File: config.mk
export PLATFORM = sky130hd
export DESIGN_NAME = pipeline_hazard_ctrl
export DESIGN_NICKNAME = d
export VERILOG_FILES = /design/src/rtl/pipeline_hazard_ctrl.sv
export SDC_FILE = /design/constraint.sdc
export NUM_CORES = 1
export LEC_CHECK = 0
export ABC_AREA = 1
export CORE_MARGIN = 3
export CORE_UTILIZATION = 39
export CTS_BUF_LIST = sky130_fd_sc_hd__clkbuf_8
export CTS_CLUSTER_DIAMETER = 30
export DETAILED_ROUTE_END_ITERATION = 10
export PLACE_DENSITY = 0.71
export SYNTH_ARGS = -nofsm -noshare
export SYNTH_HDL_FRONTEND = slang
export SYNTH_SLANG_ARGS = --single-unit
File: constraint.sdc
create_clock -name clk -period 6.39 [get_ports clk]
set_clock_uncertainty 0.05 [all_clocks]
set_input_delay 1.278 -clock clk [delete_from_list [all_inputs] [get_ports clk]]
set_output_delay 1.278 -clock clk [all_outputs]
set_load 0.01 [all_outputs]
File: src/rtl/pipeline_hazard_ctrl.sv
// Hazard and pipeline-control unit for the 5-stage RISC-V core: per-stage stall/flush,
// PC redirect, divider and data-memory wait sequencing, memory watchdog and perf counters.
module pipeline_hazard_ctrl #(
    parameter int unsigned MEM_TIMEOUT = 256,
    parameter int unsigned CNT_W       = 32
) (
    input  logic             clk,
    input  logic             rst_n,

    input  logic [4:0]       rs1_id,
    input  logic [4:0]       rs2_id,
    input  logic             rs1_used_id,
    input  logic             rs2_used_id,
    input  logic [4:0]       rd_ex,
    input  logic             mem_read_ex,
    input  logic             branch_taken_ex,
    input  logic [31:0]      branch_target_ex,
    input  logic             div_start_ex,
    input  logic             div_done,
    input  logic             dmem_req_mem,
    input  logic             dmem_ready_mem,
    input  logic             imem_ready,

    output logic             pc_stall,
    output logic             if_id_stall,
    output logic             id_ex_stall,
    output logic             ex_mem_stall,
    output logic             if_id_flush,
    output logic             id_ex_flush,
    output logic             ex_mem_flush,
    output logic             mem_wb_flush,
    output logic             redirect_valid,
    output logic [31:0]      redirect_pc,
    output logic             mem_timeout,
    output logic [CNT_W-1:0] stall_cycles,
    output logic [CNT_W-1:0] flush_count
);

    localparam int unsigned WAIT_W = (MEM_TIMEOUT > 2) ? $clog2(MEM_TIMEOUT) : 1;
    localparam logic [WAIT_W-1:0] WAIT_MAX = WAIT_W'(MEM_TIMEOUT - 1);

    typedef enum logic [0:0] {
        StRun,
        StDivWait
    } state_e;

    typedef enum logic [2:0] {
        HzNone,
        HzMemFreeze,
        HzDivBusy,
        HzRedirect,
        HzLoadUse,
        HzFetchWait
    } hazard_e;

    state_e            state_q, state_d;
    logic [WAIT_W-1:0] wait_cnt_q, wait_cnt_d;
    logic              mem_timeout_q, mem_timeout_d;
    logic [CNT_W-1:0]  stall_cycles_q, stall_cycles_d;
    logic [CNT_W-1:0]  flush_count_q, flush_count_d;

    logic    mem_freeze;
    logic    div_busy;
    logic    load_use;
    hazard_e hazard;

    assign mem_freeze = dmem_req_mem && !dmem_ready_mem;

    // The divider stalls from its start cycle; the div_done cycle itself lets EX_MEM capture.
    assign div_busy = ((state_q == StDivWait) && !div_done) ||
                      ((state_q == StRun) && div_start_ex && !div_done);

    assign load_use = mem_read_ex && (rd_ex != 5'd0) &&
                      ((rs1_used_id && (rs1_id == rd_ex)) ||
                       (rs2_used_id && (rs2_id == rd_ex)));

    always_comb begin
        hazard = HzNone;
        if (mem_freeze) begin
            hazard = HzMemFreeze;
        end else if (div_busy) begin
            hazard = HzDivBusy;
        end else if (branch_taken_ex) begin
            hazard = HzRedirect;
        end else if (load_use) begin
            hazard = HzLoadUse;
        end else if (!imem_ready) begin
            hazard = HzFetchWait;
        end
    end

    // Only the winning hazard drives the pipeline; everything is forced quiet during reset.
    always_comb begin
        pc_stall       = 1'b0;
        if_id_stall    = 1'b0;
        id_ex_stall    = 1'b0;
        ex_mem_stall   = 1'b0;
        if_id_flush    = 1'b0;
        id_ex_flush    = 1'b0;
        ex_mem_flush   = 1'b0;
        mem_wb_flush   = 1'b0;
        redirect_valid = 1'b0;
        if (rst_n) begin
            unique case (hazard)
                HzMemFreeze: begin
                    pc_stall     = 1'b1;
                    if_id_stall  = 1'b1;
                    id_ex_stall  = 1'b1;
                    ex_mem_stall = 1'b1;
                    mem_wb_flush = 1'b1;
                end
                HzDivBusy: begin
                    pc_stall     = 1'b1;
                    if_id_stall  = 1'b1;
                    id_ex_stall  = 1'b1;
                    ex_mem_flush = 1'b1;
                end
                HzRedirect: begin
                    redirect_valid = 1'b1;
                    if_id_flush    = 1'b1;
                    id_ex_flush    = 1'b1;
                end
                HzLoadUse: begin
                    pc_stall    = 1'b1;
                    if_id_stall = 1'b1;
                    id_ex_flush = 1'b1;
                end
                HzFetchWait: begin
                    pc_stall    = 1'b1;
                    if_id_flush = 1'b1;
                end
                HzNone: begin
                end
                default: begin
                end
            endcase
        end
    end

    assign redirect_pc = branch_target_ex;

    // A freeze holds the divider sequencing; a div_done seen under freeze is ignored.
    always_comb begin
        state_d = state_q;
        unique case (state_q)
            StRun: begin
                if (div_start_ex && !div_done && !mem_freeze) begin
                    state_d = StDivWait;
                end
            end
            StDivWait: begin
                if (div_done && !mem_freeze) begin
                    state_d = StRun;
                end
            end
            default: state_d = StRun;
        endcase
    end

    always_comb begin
        wait_cnt_d    = '0;
        mem_timeout_d = mem_timeout_q;
        if (mem_freeze) begin
            wait_cnt_d = (wait_cnt_q == WAIT_MAX) ? wait_cnt_q : wait_cnt_q + WAIT_W'(1);
            if (wait_cnt_q == WAIT_MAX) begin
                mem_timeout_d = 1'b1;
            end
        end
    end

    always_comb begin
        stall_cycles_d = stall_cycles_q + CNT_W'(pc_stall);
        flush_count_d  = flush_count_q + CNT_W'(redirect_valid);
    end

    always_ff @(posedge clk) begin
        if (!rst_n) begin
            state_q        <= StRun;
            wait_cnt_q     <= '0;
            mem_timeout_q  <= 1'b0;
            stall_cycles_q <= '0;
            flush_count_q  <= '0;
        end else begin
            state_q        <= state_d;
            wait_cnt_q     <= wait_cnt_d;
            mem_timeout_q  <= mem_timeout_d;
            stall_cycles_q <= stall_cycles_d;
            flush_count_q  <= flush_count_d;
        end
    end

    assign mem_timeout  = mem_timeout_q;
    assign stall_cycles = stall_cycles_q;
    assign flush_count  = flush_count_q;

endmodule

==> metrics.cfg <==
[placed_design]
port_buffers=99
dpl.hpwl_mm=8.84
place_inst=845
dp_worst_setup_slack_ns=1.56
place_congestion=0.880

[logic_synthesis]
synth_fp_nets=711
ys_seq_elements=74
synth_top_cell_area_share_pct=34.1
synth_area_um2=4340
async_reset_ff_share_pct=0
yosys.area.top_type=dfxtp_1
synth_seq_area_share_pct=34.1
syn_area_per_cell_um2=6.70
synth.area.top_cells=dfxtp_1, nand2_1, inv_1
synth.most_common_cell=nand2_1
synth_edf_count=0
synthTopCellsByCount=nand2_1, inv_1, nor2_1, dfxtp_1, a21oi_1
ys_warn_count=0
synth-main-ff-cell=dfxtp_1
synth.lib_cells_used.distinct=38
synthCells=648

[cells_and_area]
layoutNonFillerInstCount=860
regArea_um2=1480
final_nets=783
diodes=0
drive_gt1_share_pct=7.60
nFillCells=1047
area_growth_pct=26.0
multiInputGateArea_um2=2230

[timing]
period_minus_slack_ns=4.80
slew_viol_final=0
max_freq_mhz=209
timing.final.ws_setup_ns=1.59
hold_viol=0
timing.setup.tns_ns=0
slew_headroom_pct=64.7
tightest_slew_ns=0.527
fin_crit_sh_pct=75.0
setup_viol=0
rsz0062_at_grt=no

[route]
drt_first_pass_iters=7
route.detailed.drc=0
route.antenna.remaining_nets=0
drt_iter0_drc=257
num_vias=4298
routed_wl_mm=11.3
avgViaCountPerCell=5.00
wl_per_cell_um=13.2

[clocking]
cts_buffers=9
cts_tree=built
post-cts-setup-buffer-count=0
clockBufferDepth=2
h-tree-depth=3
cts_hold_buf=0
clk_latency_ns=0.35
cts-root-buf=clkbuf_8
ctsResizeCount=0
cts.sink_count=74
clkTransAtPathRegs_ns=0.08

[critical_path]
crit_path_cell_trace=clkdlybuf4s50_1 -> buf_4 -> inv_2 -> buf_4 -> nor3_1 -> nor2_1 -> nand2_1 -> clkdlybuf4s50_1
critPathArrivalTime_ns=3.47
ff2ff_path_depth=18
worst_r2r_endpoint=stall_cycles[16]$_SDFF_PN0_
r2r_slack_ns=3.62
critPathKind=in -> out
cp_max_fo=44
crit_family=buffers and inverters
crit-reg2reg-launch=state_q$_SDFF_PN0_
crit_buf_inv=5
crit_path_top_delay_cell=clkdlybuf4s50_1
worstSetupStartpointType=primary input
critPathLaunch=rst_n
critPathCapture=pc_stall
cp.required_ns=5.06
critical_path_cell_count=8
end_kind=output pin
cp_slowest_stage_delay_ns=0.54

[global_routing]
grt_overflow_total=0
track_usage_pct=18.2
antenna_found_initial=0
grt_pass1_wl_mm=19.1
grt_max_degree=45
grt_pass1_vias=4080

[floorplan]
fp.dieH_um=111
core_um2=10600
die_w_um=111
initial_core_util_pct=41.1
pin_count=164
rows=37
fp.dieArea_um2=12400

[power]
p_int_mw=0.736
max-vdd-ir-drop_v=0.000159
cellPowerDensity_nw_per_um2=173
combPwrFrac_pct=7.0
p_leak_nw=2.10
p_sw_share_pct=22.0
clkPwrFrac_pct=43.7
p_seq_share_pct=49.3
power_switching_mw=0.207

[outcome]
status=completed

[job]
maxCapViolations=0

[hold_path]
worst_hold_path_type=reg -> reg

## metal layers
layer	up-vias	GRT usage (%)	wire, um
met5	-	0	0
met4	0	4.79	153
met3	21	4.62	741
met2	140	31.0	5500
met1	1954	23.1	4930
li1	2183	-	-
## cells in the final DEF, fill, tap and decap left out, types with 3 or more instances in the layout
cell type        count
clkbuf_8            11
nor4_1               3
o21ai_0             17
nand2_1            152
nor2_1              80
xor2_1               9
nor2_4               6
a21oi_1             40
ha_1                 5
a31oi_1              4
clkdlybuf4s50_1     99
nor2_2               6
nand3_1             25
nand3_2              6
or2_2                5
inv_2                3
o21a_1               3
xnor2_1              3
nand2_2              3
or2_0                6
nand4_1             16
nor3b_1              4
dfxtp_1             74
nor3_1              30
inv_1               91
## worst reg2reg max path, cell delays in order (launching register included)
cell	delay [ns]
dfxtp_1	0.32
nor2_1	0.11
nor2_1	0.06
nor2_1	0.13
inv_1	0.07
nor2_1	0.11
nand3_1	0.17
nand2_1	0.13
ha_1	0.21
ha_1	0.23
nand3_1	0.12
nor2_2	0.14
inv_1	0.08
nor2_2	0.14
nand2_2	0.09
nor2_4	0.15
nand3_1	0.12
o21ai_0	0.17
a21oi_1	0.06
## worst min path at each step
| stage | startpoint | to | slack, ns | cells past startpoint |
|---|---|---|---|---|
| after floorplan | state_q$_SDFF_PN0_ | state_q$_SDFF_PN0_ | 0.38 | 1 |
| after global placement | state_q$_SDFF_PN0_ | state_q$_SDFF_PN0_ | 0.40 | 1 |
| after detailed placement | mem_timeout$_SDFFE_PN0P_ | mem_timeout$_SDFFE_PN0P_ | 0.40 | 2 |
| after CTS | state_q$_SDFF_PN0_ | state_q$_SDFF_PN0_ | 0.42 | 1 |
| after global routing | flush_count[31]$_SDFF_PN0_ | flush_count[31]$_SDFF_PN0_ | 0.45 | 2 |
| final | state_q$_SDFF_PN0_ | state_q$_SDFF_PN0_ | 0.42 | 1 |
## cell families (layout without fill, tap and decap cells)
group                      after synthesis  after routing  share of synthesized area [%]
adders and majority gates                5              5                           1.44
DFF                                     74             74                           34.1
AOI/OAI and AO/OA                       70             70                           8.71
and+or+nand+nor                        353            353                           38.8
xor gates and xnor gates                12             12                           2.42
buffers and inverters                  134            210                           14.5
## sequential cells by signal, summed over array words and instances, names as in the netlist
register      flops
flush_count      32
mem_timeout       1
stall_cycles     32
state_q           1
wait_cnt_q        8
## power by group through the flow
stage / registers (mW) / clock network [mW] / logic [mW]
after global routing: 0.465 / 0.443 / 0.0737
after detailed placement: 0.476 / 0 / 0.0661
final: 0.465 / 0.412 / 0.0661
after global placement: 0.476 / 0 / 0.0644
after floorplan: 0.476 / 0 / 0.0509
after CTS: 0.465 / 0.423 / 0.0664
## cell type report
class	instances	area share, %
Sequential cell	74	27.1
Clock buffer	11	2.77
Tap cell	136	3.11
Inverter	94	6.46
Timing Repair Buffer	101	18.4
Clock inverter	4	1.35
Multi-Input combinational cell	440	40.8
## per-stage QoR
step	hold WS [ns]	util, %	power, mW	cell area, um^2
2_1_floorplan	0.377	-	0.527	4340
3_3_place_gp	0.398	49.6	0.540	5240
3_5_place_dp	0.401	49.6	0.542	5240
4_1_cts	0.423	51.8	0.954	5470
5_1_grt	0.455	51.8	0.982	5470
6_report	0.423	51.8	0.944	5470
Note: power is estimated with default switching activity, not from simulation.
